===== config.mk =====
export PLATFORM = sky130hd
export DESIGN_NAME = l1_dcache_ctrl_flat
export DESIGN_NICKNAME = d
export VERILOG_FILES = /design/src/rtl/l1_dcache_ctrl_if.sv /design/src/rtl/l1_dcache_ctrl.sv /design/src/flat_wrapper.sv
export SDC_FILE = /design/constraint.sdc
export NUM_CORES = 1
export LEC_CHECK = 0
export CORE_ASPECT_RATIO = 1.4
export CORE_MARGIN = 3
export CORE_UTILIZATION = 60
export CTS_CLUSTER_SIZE = 16
export DETAILED_ROUTE_END_ITERATION = 10
export GPL_TIMING_DRIVEN = 0
export PLACE_DENSITY = 0.82
export SYNTH_ARGS = -nofsm -noshare
export SYNTH_HDL_FRONTEND = slang
export SYNTH_SLANG_ARGS = --single-unit
export TNS_END_PERCENT = 5

===== constraint.sdc =====
create_clock -name clk -period 8.84 [get_ports clk]
set_clock_uncertainty 0.2 [all_clocks]
set_input_delay 0.884 -clock clk [delete_from_list [all_inputs] [get_ports clk]]
set_output_delay 0.884 -clock clk [all_outputs]
set_load 0.005 [all_outputs]

===== src/rtl/l1_dcache_ctrl_if.sv =====
// Request/response bundle between the Memory stage, the L1 data cache and the next-level memory.
// The controller takes the slave view; the core/memory side takes the master view.
interface l1_dcache_ctrl_if #(
    parameter int unsigned CNT_W = 16
);
    logic             req_valid;
    logic             req_we;
    logic [31:0]      req_addr;
    logic [31:0]      req_wdata;
    logic [31:0]      rdata;
    logic             cache_hit;
    logic             cache_wait;
    logic             mem_req;
    logic             mem_we;
    logic [31:0]      mem_addr;
    logic [31:0]      mem_wdata;
    logic [31:0]      mem_rdata;
    logic             mem_ack;
    logic [CNT_W-1:0] hit_count;
    logic [CNT_W-1:0] miss_count;

    modport slave (
        input  req_valid, req_we, req_addr, req_wdata, mem_rdata, mem_ack,
        output rdata, cache_hit, cache_wait, mem_req, mem_we, mem_addr, mem_wdata,
               hit_count, miss_count
    );

    modport master (
        output req_valid, req_we, req_addr, req_wdata, mem_rdata, mem_ack,
        input  rdata, cache_hit, cache_wait, mem_req, mem_we, mem_addr, mem_wdata,
               hit_count, miss_count
    );
endinterface


===== src/rtl/l1_dcache_ctrl.sv =====
// Direct-mapped, write-back, write-allocate L1 data cache controller, one word per line.
// Zero-latency hits in IDLE; misses walk WRITEBACK/REFILL/UPDATE against a req/ack next level.
module l1_dcache_ctrl #(
    parameter int unsigned IDX_W = 4,
    parameter int unsigned TAG_W = 26,
    parameter int unsigned CNT_W = 16
) (
    input logic             clk,
    input logic             rst,
    l1_dcache_ctrl_if.slave bus
);
    localparam int unsigned     NUM_LINES = 2 ** IDX_W;
    localparam logic [CNT_W-1:0] CNT_MAX  = '1;

    typedef enum logic [1:0] {IDLE, WRITEBACK, REFILL, UPDATE} state_e;

    state_e state_q, state_d;

    logic [NUM_LINES-1:0] valid_q, dirty_q;
    logic [TAG_W-1:0]     tag_q  [NUM_LINES];
    logic [31:0]          data_q [NUM_LINES];

    logic             mem_req_q, mem_req_d;
    logic             mem_we_q, mem_we_d;
    logic [31:0]      mem_addr_q, mem_addr_d;
    logic [31:0]      mem_wdata_q, mem_wdata_d;
    logic [TAG_W-1:0] miss_tag_q, miss_tag_d;
    logic [IDX_W-1:0] miss_idx_q, miss_idx_d;
    logic [CNT_W-1:0] hit_cnt_q, hit_cnt_d;
    logic [CNT_W-1:0] miss_cnt_q, miss_cnt_d;

    logic [IDX_W-1:0] req_idx;
    logic [TAG_W-1:0] req_tag;
    logic             hit_c, miss_c, victim_dirty_c;
    logic             line_we, valid_set, dirty_set, dirty_clr;
    logic [IDX_W-1:0] line_idx;
    logic [TAG_W-1:0] line_tag;
    logic [31:0]      line_data;
    logic             unused_ok;

    assign req_idx        = bus.req_addr[IDX_W+1:2];
    assign req_tag        = bus.req_addr[31:IDX_W+2];
    assign unused_ok      = ^bus.req_addr[1:0];
    assign hit_c          = (state_q == IDLE) && bus.req_valid && valid_q[req_idx]
                            && (tag_q[req_idx] == req_tag);
    assign miss_c         = (state_q == IDLE) && bus.req_valid && !hit_c;
    assign victim_dirty_c = valid_q[req_idx] && dirty_q[req_idx];

    assign bus.cache_hit  = hit_c;
    assign bus.cache_wait = bus.req_valid && !hit_c;
    assign bus.rdata      = hit_c ? data_q[req_idx] : 32'h0;
    assign bus.mem_req    = mem_req_q;
    assign bus.mem_we     = mem_we_q;
    assign bus.mem_addr   = mem_addr_q;
    assign bus.mem_wdata  = mem_wdata_q;
    assign bus.hit_count  = hit_cnt_q;
    assign bus.miss_count = miss_cnt_q;

    always_ff @(posedge clk or posedge rst) begin
        if (rst) state_q <= IDLE;
        else     state_q <= state_d;
    end

    always_comb begin
        state_d = state_q;
        case (state_q)
            IDLE:      if (miss_c) state_d = victim_dirty_c ? WRITEBACK : REFILL;
            WRITEBACK: if (bus.mem_ack) state_d = REFILL;
            REFILL:    if (bus.mem_ack) state_d = UPDATE;
            UPDATE:    state_d = IDLE;
            default:   state_d = IDLE;
        endcase
    end

    // Miss address is latched so a dropped or changed request cannot corrupt the fill.
    always_comb begin
        mem_req_d   = mem_req_q;
        mem_we_d    = mem_we_q;
        mem_addr_d  = mem_addr_q;
        mem_wdata_d = mem_wdata_q;
        miss_tag_d  = miss_tag_q;
        miss_idx_d  = miss_idx_q;
        hit_cnt_d   = hit_cnt_q;
        miss_cnt_d  = miss_cnt_q;
        line_we     = 1'b0;
        valid_set   = 1'b0;
        dirty_set   = 1'b0;
        dirty_clr   = 1'b0;
        line_idx    = miss_idx_q;
        line_tag    = miss_tag_q;
        line_data   = bus.mem_rdata;

        if (hit_c && (hit_cnt_q != CNT_MAX)) hit_cnt_d = hit_cnt_q + CNT_W'(1);

        case (state_q)
            IDLE: begin
                if (hit_c && bus.req_we) begin
                    line_we   = 1'b1;
                    dirty_set = 1'b1;
                    line_idx  = req_idx;
                    line_tag  = req_tag;
                    line_data = bus.req_wdata;
                end
                if (miss_c) begin
                    miss_idx_d = req_idx;
                    miss_tag_d = req_tag;
                    mem_req_d  = 1'b1;
                    if (miss_cnt_q != CNT_MAX) miss_cnt_d = miss_cnt_q + CNT_W'(1);
                    if (victim_dirty_c) begin
                        mem_we_d    = 1'b1;
                        mem_addr_d  = {tag_q[req_idx], req_idx, 2'b00};
                        mem_wdata_d = data_q[req_idx];
                    end else begin
                        mem_we_d    = 1'b0;
                        mem_addr_d  = {req_tag, req_idx, 2'b00};
                    end
                end
            end
            WRITEBACK: if (bus.mem_ack) begin
                dirty_clr  = 1'b1;
                mem_we_d   = 1'b0;
                mem_addr_d = {miss_tag_q, miss_idx_q, 2'b00};
            end
            REFILL: if (bus.mem_ack) begin
                line_we   = 1'b1;
                valid_set = 1'b1;
                dirty_clr = 1'b1;
                mem_req_d = 1'b0;
            end
            default: ;
        endcase
    end

    always_ff @(posedge clk or posedge rst) begin
        if (rst) begin
            mem_req_q   <= 1'b0;
            mem_we_q    <= 1'b0;
            mem_addr_q  <= 32'h0;
            mem_wdata_q <= 32'h0;
            miss_tag_q  <= '0;
            miss_idx_q  <= '0;
            hit_cnt_q   <= '0;
            miss_cnt_q  <= '0;
            valid_q     <= '0;
            dirty_q     <= '0;
        end else begin
            mem_req_q   <= mem_req_d;
            mem_we_q    <= mem_we_d;
            mem_addr_q  <= mem_addr_d;
            mem_wdata_q <= mem_wdata_d;
            miss_tag_q  <= miss_tag_d;
            miss_idx_q  <= miss_idx_d;
            hit_cnt_q   <= hit_cnt_d;
            miss_cnt_q  <= miss_cnt_d;
            if (valid_set) valid_q[line_idx] <= 1'b1;
            if (dirty_set)      dirty_q[line_idx] <= 1'b1;
            else if (dirty_clr) dirty_q[line_idx] <= 1'b0;
        end
    end

    // Tag/data arrays carry no reset; the valid bits qualify them.
    always_ff @(posedge clk) begin
        if (line_we) begin
            tag_q[line_idx]  <= line_tag;
            data_q[line_idx] <= line_data;
        end
    end
endmodule


===== src/flat_wrapper.sv =====
// flat-port wrapper written by rule: the top's interface ports become plain ports
module l1_dcache_ctrl_flat 
#(
    parameter int unsigned IDX_W = 4,
    parameter int unsigned TAG_W = 26,
    parameter int unsigned CNT_W = 16
)
  (clk, rst, bus_req_valid, bus_req_we, bus_req_addr, bus_req_wdata, bus_mem_rdata, bus_mem_ack, bus_rdata, bus_cache_hit, bus_cache_wait, bus_mem_req, bus_mem_we, bus_mem_addr, bus_mem_wdata, bus_hit_count, bus_miss_count);
  l1_dcache_ctrl_if #(.CNT_W(CNT_W)) bus_i ();
  input logic clk;
  input logic rst;
  input wire logic [$bits(bus_i.req_valid)-1:0] bus_req_valid;
  input wire logic [$bits(bus_i.req_we)-1:0] bus_req_we;
  input wire logic [$bits(bus_i.req_addr)-1:0] bus_req_addr;
  input wire logic [$bits(bus_i.req_wdata)-1:0] bus_req_wdata;
  input wire logic [$bits(bus_i.mem_rdata)-1:0] bus_mem_rdata;
  input wire logic [$bits(bus_i.mem_ack)-1:0] bus_mem_ack;
  output wire logic [$bits(bus_i.rdata)-1:0] bus_rdata;
  output wire logic [$bits(bus_i.cache_hit)-1:0] bus_cache_hit;
  output wire logic [$bits(bus_i.cache_wait)-1:0] bus_cache_wait;
  output wire logic [$bits(bus_i.mem_req)-1:0] bus_mem_req;
  output wire logic [$bits(bus_i.mem_we)-1:0] bus_mem_we;
  output wire logic [$bits(bus_i.mem_addr)-1:0] bus_mem_addr;
  output wire logic [$bits(bus_i.mem_wdata)-1:0] bus_mem_wdata;
  output wire logic [$bits(bus_i.hit_count)-1:0] bus_hit_count;
  output wire logic [$bits(bus_i.miss_count)-1:0] bus_miss_count;
  assign bus_i.req_valid = bus_req_valid;
  assign bus_i.req_we = bus_req_we;
  assign bus_i.req_addr = bus_req_addr;
  assign bus_i.req_wdata = bus_req_wdata;
  assign bus_i.mem_rdata = bus_mem_rdata;
  assign bus_i.mem_ack = bus_mem_ack;
  assign bus_rdata = bus_i.rdata;
  assign bus_cache_hit = bus_i.cache_hit;
  assign bus_cache_wait = bus_i.cache_wait;
  assign bus_mem_req = bus_i.mem_req;
  assign bus_mem_we = bus_i.mem_we;
  assign bus_mem_addr = bus_i.mem_addr;
  assign bus_mem_wdata = bus_i.mem_wdata;
  assign bus_hit_count = bus_i.hit_count;
  assign bus_miss_count = bus_i.miss_count;
  l1_dcache_ctrl #(.IDX_W(IDX_W), .TAG_W(TAG_W), .CNT_W(CNT_W)) u_core (.clk(clk), .rst(rst), .bus(bus_i));
endmodule

; ---- Yosys cells after proc, flatten, opt, wreduce, memory -nomap -nowiden
; Memories as Yosys holds them, arrays and structs flattened.
; Index checks and enable logic that the tools add are counted.
[word_totals]
regBits = 162
ram_bits = 928
in_bits = 101
mem_count = 2
[classes]
add_sub_neg = 2
order_cmp = 3
n_eq_ne = 9
muxes = 38
bitwise = 4
n_reduce_logical = 21
[mem_list]
columns = memory, depth, width, rd, rd_ports_with_merged_regs, wr, line
row1 = u_core.data_q, 16, 32, 1, 0, 1, l1_dcache_ctrl.sv:21  ; logic [31:0] data_q [NUM_LINES];
row2 = u_core.tag_q, 16, 26, 1, 0, 1, l1_dcache_ctrl.sv:20  ; logic [TAG_W-1:0] tag_q [NUM_LINES];
[op_table]
columns = op, n
row1 = 32-bit two-way mux, 6
row2 = 32-bit one-hot mux with 2 select lines, 1
row3 = 26-bit two-way mux, 2
row4 = 16-bit by 1-bit adder with 16-bit output (second input constant), 2
row5 = 16-bit two-way mux, 2
row6 = 16-bit != test (second input constant), 2
row7 = 16-bit OR, 2
row8 = 26-bit == test, 1
row9 = 16-bit AND, 1
row10 = 16-bit NOT, 1
row11 = 3-bit AND reduction, 5
row12 = 1-bit two-way mux, 14
row13 = 4-bit by 5-bit less-than comparator with 1-bit output (second input constant), 2
row14 = 1-bit logical AND, 9
row15 = 1-bit binary-select mux with 4-bit select, 2
row16 = 2-bit two-way mux, 4
row17 = 4-bit two-way mux, 2
row18 = 2-bit one-hot mux with 4 select lines, 1
row19 = 1-bit one-hot mux with 2 select lines, 3
row20 = 2-bit nonzero test, 3
row21 = 1-bit demux with 4-bit select, 1
row22 = 2-bit == test (second input constant), 2
row23 = 4-bit by 1-bit >= comparator with 1-bit output (second input constant), 1
row24 = 2-bit != test (second input constant), 2
row25 = other kinds (6), 6

; ---- Longest topological paths before layout
; Gate-level depths: netlist (run 1).
[logic_depth]
word_depth = 15
mapped_depth = 18
mapped_depth_nobuf = 10

; ---- Worst setup path after synthesis (run 1)
; No wires, ideal clock.
[synth_path]
kind = in2reg
startpoint = input port bus_req_addr[2]
endpoint = memory u_core.data_q[6][0], enable pin
setup_ns = 0.554
t_arrival_ns = 7.761
required_ns = 8.086
slack_ns = 0.325
stages = 15
path_buffers = 6
path_cell_list = buf_6 buf_6 buf_6 buf_6 buf_6 mux4_2 a22oi_1 nand2_1 xnor2_2 nand3b_2 nor4_4 and4_1 or3b_2 buf_2 o21ai_0
[synth_via]
elab_chain_cells = 9
[synth_rtl]
columns = item, line
row1 = "start, declared", flat_wrapper.sv:14  ; input wire logic [$bits(bus_i.req_addr)-1:0] bus_req_addr;
row2 = branches (longest 9 deep; another with memory read 16 x 26 bit), n/a
row3 = "end, declared", l1_dcache_ctrl.sv:21
; Parallel ways; which one is timed is not known. The select of a mux whose other input is x is not followed.

; ---- Final worst setup path (run 1)
[layout_path]
startpoint = input port bus_req_addr[4]
endpoint = output port bus_rdata[21]
[layout_via]
elab_chain_cells = 5
[layout_rtl]
columns = item, line
row1 = branches (longest 4 deep; another with memory read 16 x 26 bit), n/a
row2 = 32-bit two-way mux (*), l1_dcache_ctrl.sv:51  ; assign bus.rdata = hit_c ? data_q[req_idx] : 32'h0;
row3 = "end, declared", flat_wrapper.sv:18  ; output wire logic [$bits(bus_i.rdata)-1:0] bus_rdata;
; Mark *: on every way between the ends. The select of a mux whose other input is x is not followed.

==> run metrics, run 1 <==
Starting Density=61.1%; area grow syn2layout=18.1%; Post-Synth Simple-Gate Area=3.69%; Setup CP Type=in -> out; R2R Setup Slk=3.33 ns; sw power=3.65 mW; worst setup margin=0.888 ns; Hold Buf Count CTS=0; clock tree sinks=1,088; post-route ant nets=0; GPL Wtd Cong=0.949; GRT overflow=0; Pins Over Slew Limit=0; Main synth FF type=edfxtp_1; first-pass GRT wire length=189 mm; clk slew on worst S/H paths=0.06 ns; Max-slew headroom=6.12%; Fin Setup TNS=0 ns; core area=0.0733 mm²; critical path capture point type=output pin; Setup WS pre-CTS=1.06 ns; placed instance count=3,483; ys async rst share=14.7%; main combinational cell family by area after synthesis=multiplexers; final hold vios=0; Sw Ratio=26.9%; Netlist cell types=85; synth warn=0; via/cell ratio=7.07; layout cells sized above 1=26.2%; worst endpoint data arrival time=6.87 ns; Post-CTS Setup Bufs=0; Peak VDD IR=0.225 mV; clk root buf=clkbuf_16; status=complete, no violations; unrepaired setup endpoints after global routing=false; Logic pwr share=19.9%; via count=25,904; PD cells=256 mW/mm²; mux share of post-synthesis cell area=19.5%; I/O Buffers=225; die width=237 µm; final WL=132 mm; Synth Instances=2,249; routed length per placed instance=36.1 µm; P_int=9.91 mW; Nets=2,734; die height=329 µm; post-synthesis adder-cell area fraction=0.140%; minimum clock period after layout=7.95 ns; I/O pins=233; Hold Path Cell Cnt=1; hold crit path type=reg -> reg; XOR/XNOR share of the synthesized area=1.00%; WP data required=7.76 ns; Max-Cap Viols=0; die area=0.0780 mm²; crit path launch type=input port; deepest clock path buffer count=3; # DRC=0; Clk pwr share=30.8%; Fmax=126 MHz; initial antenna violation count=3; CTS tree=yes; Skew-Pair Late Insertion Delay=0.70 ns; fin crit share=90.0%; DRT iter0 DRCs=4,068; FP Rows=117; Setup Viol. Count Final=0; Leak=17.8 nW; CTS Buf Count=95; Pre-antenna DRT Iters=8; CTS-repair resized insts=0; post-synthesis compound-gate area fraction=2.65%; Final HPWL DP=82.8 mm; H-tree levels=3; sequential fraction of design power=49.2%; actual slew at the worst max-slew pin=1.41 ns; Non-Filler Instances=3,662; crit path max fanout=10; Post-Syn Area=0.0448 mm²; flops & latches, synth=1,088; cell count of the worst reg-to-reg path=13; vias in the first global route=26,604; Total Power=13.6 mW; largest net degree at the start of global routing=99; mean area per synthesized cell=19.9 µm²; Post-synth EDFFs=928; GRT Total Usage=34.1%; register area share after synthesis=71.2%
-- cells in the mapped netlist (5+ instances only) --
library cell | count | share of area (%)
xor2_1 | 17 | 0.33
nor2b_1 | 43 | 0.60
nor2_1 | 23 | 0.19
a22oi_1 | 18 | 0.30
ha_1 | 5 | 0.14
nand3_1 | 21 | 0.23
inv_1 | 20 | 0.17
mux4_2 | 254 | 13
mux2_4 | 88 | 3.0
mux2_2 | 59 | 1.5
a21oi_1 | 9 | 0.10
dfrtp_1 | 160 | 8.9
or2_2 | 5 | 0.070
nand4_1 | 29 | 0.41
nand3b_1 | 7 | 0.12
buf_6 | 22 | 0.55
buf_1 | 19 | 0.16
buf_2 | 19 | 0.21
mux2i_1 | 65 | 1.5
clkbuf_1 | 49 | 0.41
and2_1 | 11 | 0.15
o221ai_1 | 5 | 0.098
o21ai_1 | 9 | 0.10
edfxtp_1 | 928 | 62
nand2_1 | 76 | 0.64
nor3_1 | 9 | 0.10
and3_1 | 10 | 0.14
a221oi_1 | 5 | 0.098
o21bai_1 | 12 | 0.20
nor4_1 | 11 | 0.15
mux2_1 | 34 | 0.85
xnor2_1 | 23 | 0.45
nand2b_1 | 11 | 0.15
o21ai_0 | 43 | 0.48
o22a_1 | 9 | 0.18
xnor2_2 | 6 | 0.22
o22ai_1 | 16 | 0.22
buf_4 | 17 | 0.28
nor4b_1 | 5 | 0.098
-- registers in the layout, indices dropped and copies added (netlist names), 2 cells and up, named ones only --
name                   count
u_core.data_q            512
u_core.tag_q             416
u_core.bus.mem_wdata      32
u_core.bus.mem_addr       30
u_core.miss_tag_q         26
u_core.bus.hit_count      16
u_core.bus.miss_count     16
u_core.valid_q            16
u_core.miss_idx_q          4
u_core.state_q             2
-- logic make-up (layout without fill, tap and decap cells) --
logic type | Yosys count | count (layout)
fa+ha+maj | 5 | 5
compound gates | 169 | 169
buf+inv | 149 | 608
mux | 500 | 500
other cells | 1 | 3
xor+xnor | 46 | 46
flops | 1088 | 1088
simple gates | 291 | 291
-- layout by cell type, fill, tap and decap left out, types with 10 or more instances in the layout --
cell             count
nand2b_1            11
o21ai_0             39
buf_1               19
buf_2               19
buf_6               22
clkdlybuf4s50_1    225
clkinv_2            23
buf_12              22
nor4_1              11
dfrtp_1            160
a22oi_1             18
xor2_1              17
o21bai_1            12
inv_1               19
clkbuf_1            63
mux2_1              34
nand2_1             76
clkbuf_8            12
mux2i_1             65
buf_16              34
and2_1              11
mux2_4              88
nor2b_1             43
nand3_1             21
buf_4               17
xnor2_1             23
clkinv_1            15
mux2_2              59
clkbuf_16           96
mux4_2             254
nand4_1             29
nor2_1              23
edfxtp_1           928
and3_1              10
-- path summary, 6_finish.rpt --
| path | startpoint | end |
|---|---|---|
| min | u_core.valid_q[2] | u_core.valid_q[2] |
| max | bus_req_addr[4] | bus_rdata[21] |
| min reg2reg | u_core.valid_q[2] | u_core.valid_q[2] |
| max reg2reg | u_core.tag_q[7][3] | u_core.tag_q[1][19] |
| min in group asynchronous | rst | u_core.valid_q[0] |
| max in group asynchronous | rst | u_core.bus.mem_addr[29] |
-- metal layers --
metal	track usage (%)	vias to the layer above	share of wire [%]
met1	42.1	13227	33
met2	57.4	2222	51
met5	0	-	0
met4	19.0	0	6.3
li1	-	9939	-
met3	6.63	516	10
-- critical path, cell delays in order --
cell,delay [ns]
clkdlybuf4s50_1,0.63
clkbuf_1,0.42
clkbuf_1,0.71
buf_1,0.70
clkbuf_1,0.73
nor2_1,0.10
mux2i_1,0.22
nand4_1,0.19
nor4_2,0.45
nand3_2,0.23
buf_2,0.38
clkbuf_1,0.42
nor2b_1,0.24
clkdlybuf4s50_1,0.53
-- final cells by class --
class | instances | area (µm²)
Antenna cell | 1 | 2.50
Tap cell | 952 | 1190
Multi-Input combinational cell | 1013 | 12300
Clock buffer | 122 | 2620
Clock inverter | 56 | 462
Inverter | 22 | 90.1
Sequential cell | 1088 | 31900
Timing Repair Buffer | 281 | 3630
Buffer | 127 | 741
Fill cell | 4004 | 20400
-- power by group through the flow --
stage	logic [mW]	registers, mW	clock network (mW)
finish	2.70	6.67	4.18
global route	2.82	6.70	4.37
CTS	2.67	6.66	4.19
detailed placement	2.63	6.74	0
global placement	2.39	6.78	0
floorplan	1.50	6.70	0
-- stage by stage --
stage | utilization, % | hold WS, ns | area, µm²
after floorplan | - | 0.229 | 44800
after global placement | 65.8 | 0.248 | 48200
after detailed placement | 67.9 | 0.253 | 49800
after CTS | 72.1 | 0.273 | 52900
after global routing | 72.1 | 0.281 | 52900
final | 72.1 | 0.272 | 52900
Note: power is estimated with default switching activity, not from simulation.
==> run 2, diff against run 1 <==
CORE_UTILIZATION = 62   (was 60)
CTS_BUF_LIST = sky130_fd_sc_hd__clkbuf_8   (was default)
PLACE_DENSITY = 0.84   (was 0.82)
==> run metrics, run 2 (synthesis results as in run 1) <==
status=complete, no violations (unchanged); die area=0.0755 mm² (was 0.0780 mm²); P_int=9.58 mW (was 9.91 mW); sw power=3.67 mW (was 3.65 mW); die width=233 µm (was 237 µm); CP peak stage delay=0.83 ns (was 0.73 ns); Setup Viol. Count Final=0 (unchanged); cell mode on critical path=clkbuf_1 (unchanged); clk root buf=clkbuf_8 (was clkbuf_16); Post-CTS Setup Bufs=0 (unchanged); clk slew on worst S/H paths=0.06 ns (about the same); deepest clock path buffer count=3 (unchanged); Worst path depth=14 (unchanged); Crit path max-delay family=buffers and inverters (unchanged); Fillers=3,867 (was 4,004); slowest cell on the critical path=clkbuf_1 (unchanged); worst setup margin=0.699 ns (was 0.888 ns); Top reg by flops=u_core.data_q (unchanged); worst endpoint data arrival time=7.06 ns (was 6.87 ns); cell count of the worst reg-to-reg path=14 (was 13); die height=324 µm (was 329 µm); Nets=2,790 (was 2,734); CTS tree=yes (unchanged); register area=0.0319 mm² (unchanged); hold crit path type=reg -> reg (unchanged); Hold Path Cell Cnt=1 (unchanged); R2R Setup Slk=3.11 ns (was 3.33 ns); sequential fraction of design power=50.3% (was 49.2%); max reg flops=512 (unchanged); Non-Filler Instances=3,764 (was 3,662); actual slew at the worst max-slew pin=1.28 ns (was 1.41 ns); critical path capture point type=output pin (unchanged); first-pass GRT wire length=182 mm (was 189 mm); GPL Wtd Cong=0.965 (was 0.949); I/O Buffers=225 (unchanged); Pre-antenna DRT Iters=6 (was 8); Sw Ratio=27.7% (was 26.9%); CTS Buf Count=158 (was 95); crit path max fanout=10 (unchanged); Fmax=123 MHz (was 126 MHz); via count=25,745 (was 25,904); area grow syn2layout=17.5% (was 18.1%); most frequent cells in the layout=edfxtp_1, mux4_2, clkdlybuf4s50_1 (unchanged); via/cell ratio=6.84 (was 7.07); PD cells=252 mW/mm² (was 256 mW/mm²); WP data required=7.76 ns (about the same); vias in the first global route=26,828 (was 26,604); core area=0.0716 mm² (was 0.0733 mm²); Setup WS pre-CTS=0.640 ns (was 1.06 ns); post-route ant nets=0 (unchanged); unrepaired setup endpoints after global routing=false (unchanged); Starting Density=62.6% (was 61.1%); Max-slew headroom=14.9% (was 6.12%); H-tree levels=4 (was 3); Peak VDD IR=0.163 mV (was 0.225 mV); Max-Cap Viols=0 (unchanged); Hold Buf Count CTS=0 (unchanged); fin crit share=92.1% (was 90.0%); crit path cell chain=clkdlybuf4s50_1 -> clkbuf_1 -> clkbuf_1 -> buf_1 -> clkbuf_1 -> nor2_1 -> mux2i_1 -> nand4_1 -> nor4_2 -> nand3_2 -> buf_2 -> clkbuf_1 -> nor2b_1 -> clkdlybuf4s50_1 (unchanged); GRT overflow=0 (unchanged); initial antenna violation count=3 (unchanged); final WL=127 mm (was 132 mm); CTS-repair resized insts=0 (unchanged); I/O pins=233 (unchanged); Skew-Pair Late Insertion Delay=0.85 ns (was 0.70 ns); GRT Total Usage=34.2% (was 34.1%); minimum clock period after layout=8.14 ns (was 7.95 ns); commonest non-fill, non-tap cell in the layout=edfxtp_1 (unchanged); Logic pwr share=20.1% (was 19.9%); # DRC=0 (unchanged); crit path launch type=input port (unchanged); Total Power=13.2 mW (was 13.6 mW); DRT iter0 DRCs=3,332 (was 4,068); multi-input logic area=0.0123 mm² (unchanged); clock tree sinks=1,088 (unchanged); routed length per placed instance=33.8 µm (was 36.1 µm); Setup CP Type=in -> out (unchanged); Leak=17.9 nW (was 17.8 nW); Clk pwr share=29.6% (was 30.8%); Pins Over Slew Limit=0 (unchanged); Final HPWL DP=83.0 mm (was 82.8 mm); layout cells sized above 1=27.2% (was 26.2%); FP Rows=116 (was 117); CP Buf/Inv Count=8 (unchanged); placed instance count=3,468 (was 3,483); largest net degree at the start of global routing=110 (was 99); final hold vios=0 (unchanged)
-- run 2: cell types whose count changed in the layout (fill, tap and decap cells not counted), moves of 3 or more --
cell,change
clkbuf_8,+167
clkbuf_16,-96
inv_1,+55
buf_16,-15
clkbuf_1,-14
clkinv_1,+11
buf_12,+8
clkinv_2,-6
inv_8,+6
bufinv_16,-3
clkinvlp_4,-3
-- run 2: worst reg2reg max path, stage by stage, from the launching register on --
cell and delay [ns]:
edfxtp_1 0.37, mux4_2 0.46, mux2i_1 0.40, and2_1 0.22, a311oi_1 0.19, or4b_1 0.67, nor3_1 0.30, and4_1 0.23
buf_4 0.28, buf_6 0.24, nand3_2 0.30, o21ai_4 0.85, buf_12 0.30, buf_12 0.22, buf_16 0.19
-- run 2: area by class of cell --
| class | count | share of cell area, % |
|---|---|---|
| Multi-Input combinational cell | 1013 | 23.4 |
| Antenna cell | 3 | 0.0143 |
| Clock buffer | 179 | 4.68 |
| Timing Repair Buffer | 274 | 6.41 |
| Buffer | 127 | 1.41 |
| Sequential cell | 1088 | 60.6 |
| Tap cell | 944 | 2.24 |
| Clock inverter | 114 | 1.14 |
| Inverter | 22 | 0.171 |
-- run 2: layer usage --
layer  wire (µm)  share of wire [%]  vias to the layer above  global-route usage, %
met2       64700                 51                     2128                   56.8
met3       12300                9.6                      494                   7.58
li1            -                  -                    10087                      -
met1       41700                 33                    13036                   40.9
met5           0                  0                        -                      0
met4        8690                6.8                        0                   21.8
-- run 2: power by group through the flow --
stage	sequential, mW	clock, mW	combinational, mW
floorplan	6.70	0	1.50
global placement	6.78	0	2.38
detailed placement	6.74	0	2.61
CTS	6.65	3.94	2.63
global route	6.70	4.15	2.77
finish	6.67	3.92	2.66
-- run 2: metrics by stage --
step                      hold WS [ns]  util [%]  area (µm²)   TNS, ns
after floorplan                  0.229         -       44800         0
after global placement           0.249      67.4       48200  -4395.42
after detailed placement         0.251      69.3       49600         0
after CTS                        0.264      73.5       52600         0
after global routing             0.299      73.5       52600         0
final                            0.275      73.5       52600         0
-- run 2: worst paths after layout --
kind	startpoint	endpoint
worst max-delay path	bus_req_addr[4]	bus_rdata[20]
worst min-delay path	u_core.valid_q[1]	u_core.valid_q[1]
worst max register to register	u_core.tag_q[8][12]	u_core.tag_q[0][12]
worst min register to register	u_core.valid_q[1]	u_core.valid_q[1]
max in group asynchronous	rst	u_core.bus.mem_wdata[10]
min in group asynchronous	rst	u_core.miss_tag_q[18]
